<file path="config.mk">
export PLATFORM = sky130hd
export DESIGN_NAME = mem_access_ctrl_flat
export DESIGN_NICKNAME = d
export VERILOG_FILES = /design/src/rtl/mem_access_ctrl_pkg.sv /design/src/rtl/mem_access_ctrl_if.sv /design/src/rtl/mem_access_ctrl_wait_timer.sv /design/src/rtl/mem_access_ctrl.sv /design/src/flat_wrapper.sv
export SDC_FILE = /design/constraint.sdc
export NUM_CORES = 1
export LEC_CHECK = 0
export ABC_CLOCK_PERIOD_IN_PS = 1900
export BUFFER_PORTS_ARGS = -buffer_cell sky130_fd_sc_hd__buf_2
export CAP_MARGIN = 15
export CORE_MARGIN = 4
export CORE_UTILIZATION = 30
export CTS_BUF_LIST = sky130_fd_sc_hd__clkbuf_2
export DETAILED_ROUTE_END_ITERATION = 16
export GPL_TIMING_DRIVEN = 0
export PLACE_DENSITY = 0.63
export SLEW_MARGIN = 20
export SYNTH_ARGS = -nofsm -noshare
export SYNTH_HDL_FRONTEND = slang
export SYNTH_SLANG_ARGS = --single-unit
</file>
<file path="constraint.sdc">
create_clock -name clock -period 1.9 [get_ports clock]
set_input_delay 0.38 -clock clock [delete_from_list [all_inputs] [get_ports clock]]
set_output_delay 0.38 -clock clock [all_outputs]
set_load 0.01 [all_outputs]
</file>
<file path="src/rtl/mem_access_ctrl_pkg.sv">
// Shared definitions for the MEM-stage data-memory access controller:
// FSM state encoding, default timeout and error-data constants.
package mem_access_ctrl_pkg;

    typedef enum logic [1:0] {
        ST_IDLE = 2'd0,
        ST_REQ  = 2'd1,
        ST_DONE = 2'd2
    } state_t;

    localparam int unsigned DEF_TIMEOUT_CYCLES = 255;
    localparam logic [31:0] DEF_ERR_DATA       = 32'h0000_0000;

    function automatic logic [31:0] word_addr(input logic [31:0] byte_addr);
        return {byte_addr[31:2], 2'b00};
    endfunction

endpackage

</file>
<file path="src/rtl/mem_access_ctrl_if.sv">
// Data-memory request/acknowledge bus between the MEM-stage controller and its responder.
// The master holds addr/we/wdata stable while req is high; the slave returns ack with rdata.
interface mem_access_ctrl_if;

    logic        bus_req;
    logic        bus_we;
    logic [31:0] bus_addr;
    logic [31:0] bus_wdata;
    logic        bus_ack;
    logic [31:0] bus_rdata;

    modport master (
        output bus_req, bus_we, bus_addr, bus_wdata,
        input  bus_ack, bus_rdata
    );

    modport slave (
        input  bus_req, bus_we, bus_addr, bus_wdata,
        output bus_ack, bus_rdata
    );

endinterface

</file>
<file path="src/rtl/mem_access_ctrl_wait_timer.sv">
// 8-bit wait counter for the REQ state; expired is high on the last permitted REQ cycle.
// Count starts at 0 on the first REQ cycle, so expiry lands on cycle TIMEOUT_CYCLES.
module mem_wait_timer
    import mem_access_ctrl_pkg::*;
#(
    parameter int unsigned TIMEOUT_CYCLES = DEF_TIMEOUT_CYCLES
) (
    input  logic clock,
    input  logic reset,
    input  logic clr,
    input  logic en,
    output logic expired
);

    localparam logic [7:0] LAST_COUNT = 8'(TIMEOUT_CYCLES - 1);

    logic [7:0] count;

    always_ff @(posedge clock or negedge reset) begin
        if (!reset) begin
            count <= '0;
        end else if (clr) begin
            count <= '0;
        end else if (en) begin
            count <= count + 8'd1;
        end
    end

    assign expired = (count == LAST_COUNT);

endmodule

</file>
<file path="src/rtl/mem_access_ctrl.sv">
// MEM-stage data-memory access controller: issues one bus transaction per load/store,
// stalls the pipeline until DONE, holds load data, flags misalignment and bus timeouts.
module mem_access_ctrl
    import mem_access_ctrl_pkg::*;
#(
    parameter int unsigned TIMEOUT_CYCLES = DEF_TIMEOUT_CYCLES,
    parameter logic [31:0] ERR_DATA       = DEF_ERR_DATA
) (
    input  logic                     clock,
    input  logic                     reset,
    input  logic                     mem_read_mem,
    input  logic                     mem_write_mem,
    input  logic [31:0]              alu_result_mem,
    input  logic [31:0]              data2_mem,
    mem_access_ctrl_if.master        bus,
    output logic                     stall_mem,
    output logic [31:0]              read_data_mem,
    output logic                     mem_error,
    output logic                     error_sticky
);

    state_t state;
    logic   abort;
    logic   load_q;
    logic   op;
    logic   misaligned;
    logic   is_load;
    logic   tmr_expired;

    assign op         = mem_read_mem | mem_write_mem;
    assign misaligned = |alu_result_mem[1:0];
    assign is_load    = mem_read_mem & ~mem_write_mem;

    // Gated by reset so the pipeline is never frozen while the controller is held in reset.
    assign stall_mem = reset & (((state == ST_IDLE) & op) | (state == ST_REQ));

    mem_wait_timer #(
        .TIMEOUT_CYCLES(TIMEOUT_CYCLES)
    ) u_timer (
        .clock  (clock),
        .reset  (reset),
        .clr    (state == ST_IDLE),
        .en     (state == ST_REQ),
        .expired(tmr_expired)
    );

    always_ff @(posedge clock or negedge reset) begin
        if (!reset) begin
            state         <= ST_IDLE;
            abort         <= 1'b0;
            load_q        <= 1'b0;
            bus.bus_req   <= 1'b0;
            bus.bus_we    <= 1'b0;
            bus.bus_addr  <= '0;
            bus.bus_wdata <= '0;
            read_data_mem <= '0;
            mem_error     <= 1'b0;
            error_sticky  <= 1'b0;
        end else begin
            mem_error <= 1'b0;
            case (state)
                ST_IDLE: begin
                    if (op) begin
                        load_q <= is_load;
                        if (misaligned) begin
                            abort     <= 1'b1;
                            mem_error <= 1'b1;
                            if (is_load) begin
                                read_data_mem <= ERR_DATA;
                            end
                            state <= ST_DONE;
                        end else begin
                            bus.bus_req   <= 1'b1;
                            bus.bus_we    <= mem_write_mem;
                            bus.bus_addr  <= word_addr(alu_result_mem);
                            bus.bus_wdata <= data2_mem;
                            state         <= ST_REQ;
                        end
                    end
                end
                ST_REQ: begin
                    // An ack on the expiry cycle still completes the transfer normally.
                    if (bus.bus_ack) begin
                        bus.bus_req <= 1'b0;
                        if (load_q) begin
                            read_data_mem <= bus.bus_rdata;
                        end
                        state <= ST_DONE;
                    end else if (tmr_expired) begin
                        bus.bus_req <= 1'b0;
                        abort       <= 1'b1;
                        mem_error   <= 1'b1;
                        if (load_q) begin
                            read_data_mem <= ERR_DATA;
                        end
                        state <= ST_DONE;
                    end
                end
                ST_DONE: begin
                    error_sticky <= error_sticky | abort;
                    abort        <= 1'b0;
                    state        <= ST_IDLE;
                end
                default: begin
                    state <= ST_IDLE;
                end
            endcase
        end
    end

endmodule

</file>
<file path="src/flat_wrapper.sv">
// flat-port wrapper written by rule: the top's interface ports become plain ports
module mem_access_ctrl_flat import mem_access_ctrl_pkg::*;
#(
    parameter int unsigned TIMEOUT_CYCLES = DEF_TIMEOUT_CYCLES,
    parameter logic [31:0] ERR_DATA       = DEF_ERR_DATA
)
  (clock, reset, mem_read_mem, mem_write_mem, alu_result_mem, data2_mem, stall_mem, read_data_mem, mem_error, error_sticky, bus_bus_req, bus_bus_we, bus_bus_addr, bus_bus_wdata, bus_bus_ack, bus_bus_rdata);
  mem_access_ctrl_if bus_i ();
  input  logic clock;
  input  logic reset;
  input  logic mem_read_mem;
  input  logic mem_write_mem;
  input  logic [31:0] alu_result_mem;
  input  logic [31:0] data2_mem;
  output logic stall_mem;
  output logic [31:0] read_data_mem;
  output logic mem_error;
  output logic error_sticky;
  output wire logic [$bits(bus_i.bus_req)-1:0] bus_bus_req;
  output wire logic [$bits(bus_i.bus_we)-1:0] bus_bus_we;
  output wire logic [$bits(bus_i.bus_addr)-1:0] bus_bus_addr;
  output wire logic [$bits(bus_i.bus_wdata)-1:0] bus_bus_wdata;
  input wire logic [$bits(bus_i.bus_ack)-1:0] bus_bus_ack;
  input wire logic [$bits(bus_i.bus_rdata)-1:0] bus_bus_rdata;
  assign bus_bus_req = bus_i.bus_req;
  assign bus_bus_we = bus_i.bus_we;
  assign bus_bus_addr = bus_i.bus_addr;
  assign bus_bus_wdata = bus_i.bus_wdata;
  assign bus_i.bus_ack = bus_bus_ack;
  assign bus_i.bus_rdata = bus_bus_rdata;
  mem_access_ctrl #(.TIMEOUT_CYCLES(TIMEOUT_CYCLES), .ERR_DATA(ERR_DATA)) u_core (.clock(clock), .reset(reset), .mem_read_mem(mem_read_mem), .mem_write_mem(mem_write_mem), .alu_result_mem(alu_result_mem), .data2_mem(data2_mem), .bus(bus_i), .stall_mem(stall_mem), .read_data_mem(read_data_mem), .mem_error(mem_error), .error_sticky(error_sticky));
endmodule
</file>
==> out/summary.txt <==
Run status = finished with violations
Violated checks = negative hold slack, negative setup slack
Synthesis-to-finish area growth = 58.6%
Final setup fails = 1
Clk pin slew, worst setup/hold paths = 0.31 ns
Core Region = 15900 sq um
Area share of and/or/nand/nor cells after synthesis = 0.0927
Crit path arrival time = 1.57 ns
Fin util = 0.484
Max clock buf depth = 2
First-pass GRT wire length = 22000 um
DRC viols = 0
Clock latency at the later pin of the worst-skew pair = 0.61 ns
Row cnt = 46
I/O Pins = 202
Seq/Total Area, Yosys = 0.568
Critical path class = reg -> out
Sw Ratio = 0.359
Leakage power = 0.00360 uW
Final Max Slew Viols = 0
CTS tree = done
Mux cell area share after synthesis = 0.148
Htree depth = 3
Top cells by area, synth = dfrtp_1 (57%), mux2_2 (14%), nand2_1 (5.7%), o221ai_1 (5.4%), inv_1 (2.9%)
CTS Hold Buffers Added = 98
Total Die Area = 18300 sq um
Max capacitance violation total = 0
GRT Resource Usage Total = 0.151
Share of the synthesized area in the top cell type = 0.568
Fraction of registers with async set/reset = 1.00
Drt first pass iters = 4
Largest area contributor in the netlist = dfrtp_1
Synth unique cells = 45
Minimum clock period after layout = 1.95 ns
Placed insts = 814
Crit start category = register
Root Driver = clkbuf_2
Largest net degree at the start of global routing = 64
Worst Setup SP = u_core.state[0]
CP max FO = 3
Primary FF master, synth = dfrtp_1
Synthesis Warnings = 0
Remaining Overflow, GRT = 0
Post-Synth XOR/XNOR Area = 0
Via density per instance = 4.52
Synthesized instance count = 397
Critical R2R Launch = u_core.state[0]
Worst-Margin Slew = 0.599 ns
Initial Util = 0.305
Via count = 4257
Fin. Hold Viols = 62
Hold slack = -0.318 ns
Main combinational cell family by area after synthesis = multiplexers
DRT iter0 DRCs = 195
Synth Area in Compound Gates = 0.0983
Max VDD drop = 469 uV
Wire per inst = 15.4 um
F_max = 513 MHz
TritonCTS Buffers = 9
Most frequent cells in the layout = buf_2 (202), dfrtp_1 (110), dlygate4sd3_1 (98), nand2_1 (73)
Layout cell share with drive strength beyond 1 = 0.465
Final ANT Viol Nets = 0
Worst Path Required = 1.52 ns
Gpl congestion = 0.802
Pint = 5340 uW
Final WS setup = -0.0493 ns
DP HPWL = 9420 um
Vias in the first global route = 4389
PortBufs = 199
Die Ht = 135 um
Pwr Density = 1080 nW/um^2
Clock network power share = 0.122
Die Width = 135 um
Post-synth EDFFs = 0
Most common cell after layout, fill and taps aside = buf_2
Slew headroom = 0.601
Worst Skew = 0.0340 ns
#FFs+latches synth = 110
Mapped Avg Cell Area = 12.2 sq um
Adder-Cell Fraction of Synth Area = 0.00516
Final Non-Filler Cells = 941
Mapped Area = 4850 sq um
Layout Nets = 822
Total wire length = 14500 um
HP Class = in -> async
Flop pwr share = 0.456
Initial antenna violation count = 1
RSZ-0062 raised after global routing = true
Combinational Power Share = 0.422
Total clock sinks = 110
P_sw = 2990 uW
Final Cycle Share = 1.03
Worst setup EP type = output port
[power groups by stage]
stage | combinational, uW | clock (uW) | sequential [uW]
floorplan | 1190 | 0 | 4220
global placement | 2910 | 0 | 3770
detailed placement | 3000 | 0 | 3830
CTS | 3180 | 1090 | 3780
global route | 3780 | 1170 | 3930
finish | 3520 | 1020 | 3800
[worst max-delay path, cell delays in order (launching register included)]
cell	delay [ns]
dfrtp_1	0.46
clkbuf_8	0.16
nor3_4	0.03
nor3b_2	0.15
buf_2	0.15
[layer usage]
metal	vias to the layer above	wire length [um]	GRT usage
met4	0	366	0.0633
li1	2015	-	-
met2	141	7740	0.268
met1	2072	5580	0.175
met5	-	0	0
met3	29	774	0.0328
[repair_timing]
item	CTS	global route
hold endpoints to repair	158	62
gates cloned	0	8
pin swaps	0	4
setup buffers	2	5
endpoints found under the setup margin	21	47
resized for setup	4	52
[stage by stage]
stage / setup TNS [ns] / area, sq um / setup WS [ns] / total power (uW)
floorplan: 0 / 4850 / 0.268 / 5410
global placement: -86.03 / 6120 / -1.16 / 6690
detailed placement: -1.96 / 6150 / -0.123 / 6830
CTS: -0.202 / 7250 / -0.202 / 8050
global route: -1.29 / 7690 / -0.227 / 8890
finish: -0.0493 / 7690 / -0.0493 / 8340
[cells in the mapped netlist (2+ instances only)]
| library cell | n |
|---|---|
| nand2_1 | 73 |
| buf_6 | 6 |
| or4_1 | 2 |
| o21bai_1 | 2 |
| inv_1 | 37 |
| o21ai_0 | 6 |
| buf_4 | 2 |
| o221ai_1 | 30 |
| dfrtp_1 | 110 |
| clkbuf_1 | 5 |
| o221ai_2 | 2 |
| nor2_1 | 7 |
| clkbuf_8 | 3 |
| o21a_1 | 2 |
| nor3b_1 | 2 |
| ha_1 | 2 |
| buf_2 | 4 |
| mux2i_1 | 2 |
| nand3_1 | 3 |
| a21oi_1 | 6 |
| mux2_2 | 62 |
| buf_12 | 6 |
[worst paths after layout]
kind                            slack, ns                      end  cells after the start
max in group asynchronous            1.55             u_core.abort                      2
worst max register to register       0.03            u_core.load_q                      6
worst max-delay path                -0.05                stall_mem                      4
min in group clock                   0.12          u_core.state[0]                      3
worst min register to register       0.51      u_core.error_sticky                      1
worst min-delay path                -0.32  u_core.read_data_mem[6]                      1
[state kept, by name (all words and copies together), names as in the netlist]
name,flops
u_core.bus.bus_addr,30
u_core.read_data_mem,32
u_core.bus.bus_we,1
u_core.error_sticky,1
u_core.load_q,1
u_core.abort,1
u_core.u_timer.count,8
u_core.mem_error,1
u_core.state,2
u_core.bus.bus_wdata,32
u_core.bus.bus_req,1
[logic make-up after synthesis]
kind of cell	Yosys count
adder cells (fa/ha/maj)	2
flip-flops	110
buffers and inverters	63
other	1
AO/OA/AOI/OAI	58
multiplexers	64
AND/OR/NAND/NOR	99
[final cells by class]
class | instances | area, sq um
clock inverters | 7 | 55.1
diodes | 1 | 2.50
multi-input cells | 225 | 1860
well taps | 216 | 270
clock buffers | 9 | 45.0
plain buffers | 24 | 302
repair buffers | 312 | 2260
flip-flops and latches | 110 | 2750
fillers | 1400 | 8200
inverters | 37 | 139
(Power assumes the default switching activity.)
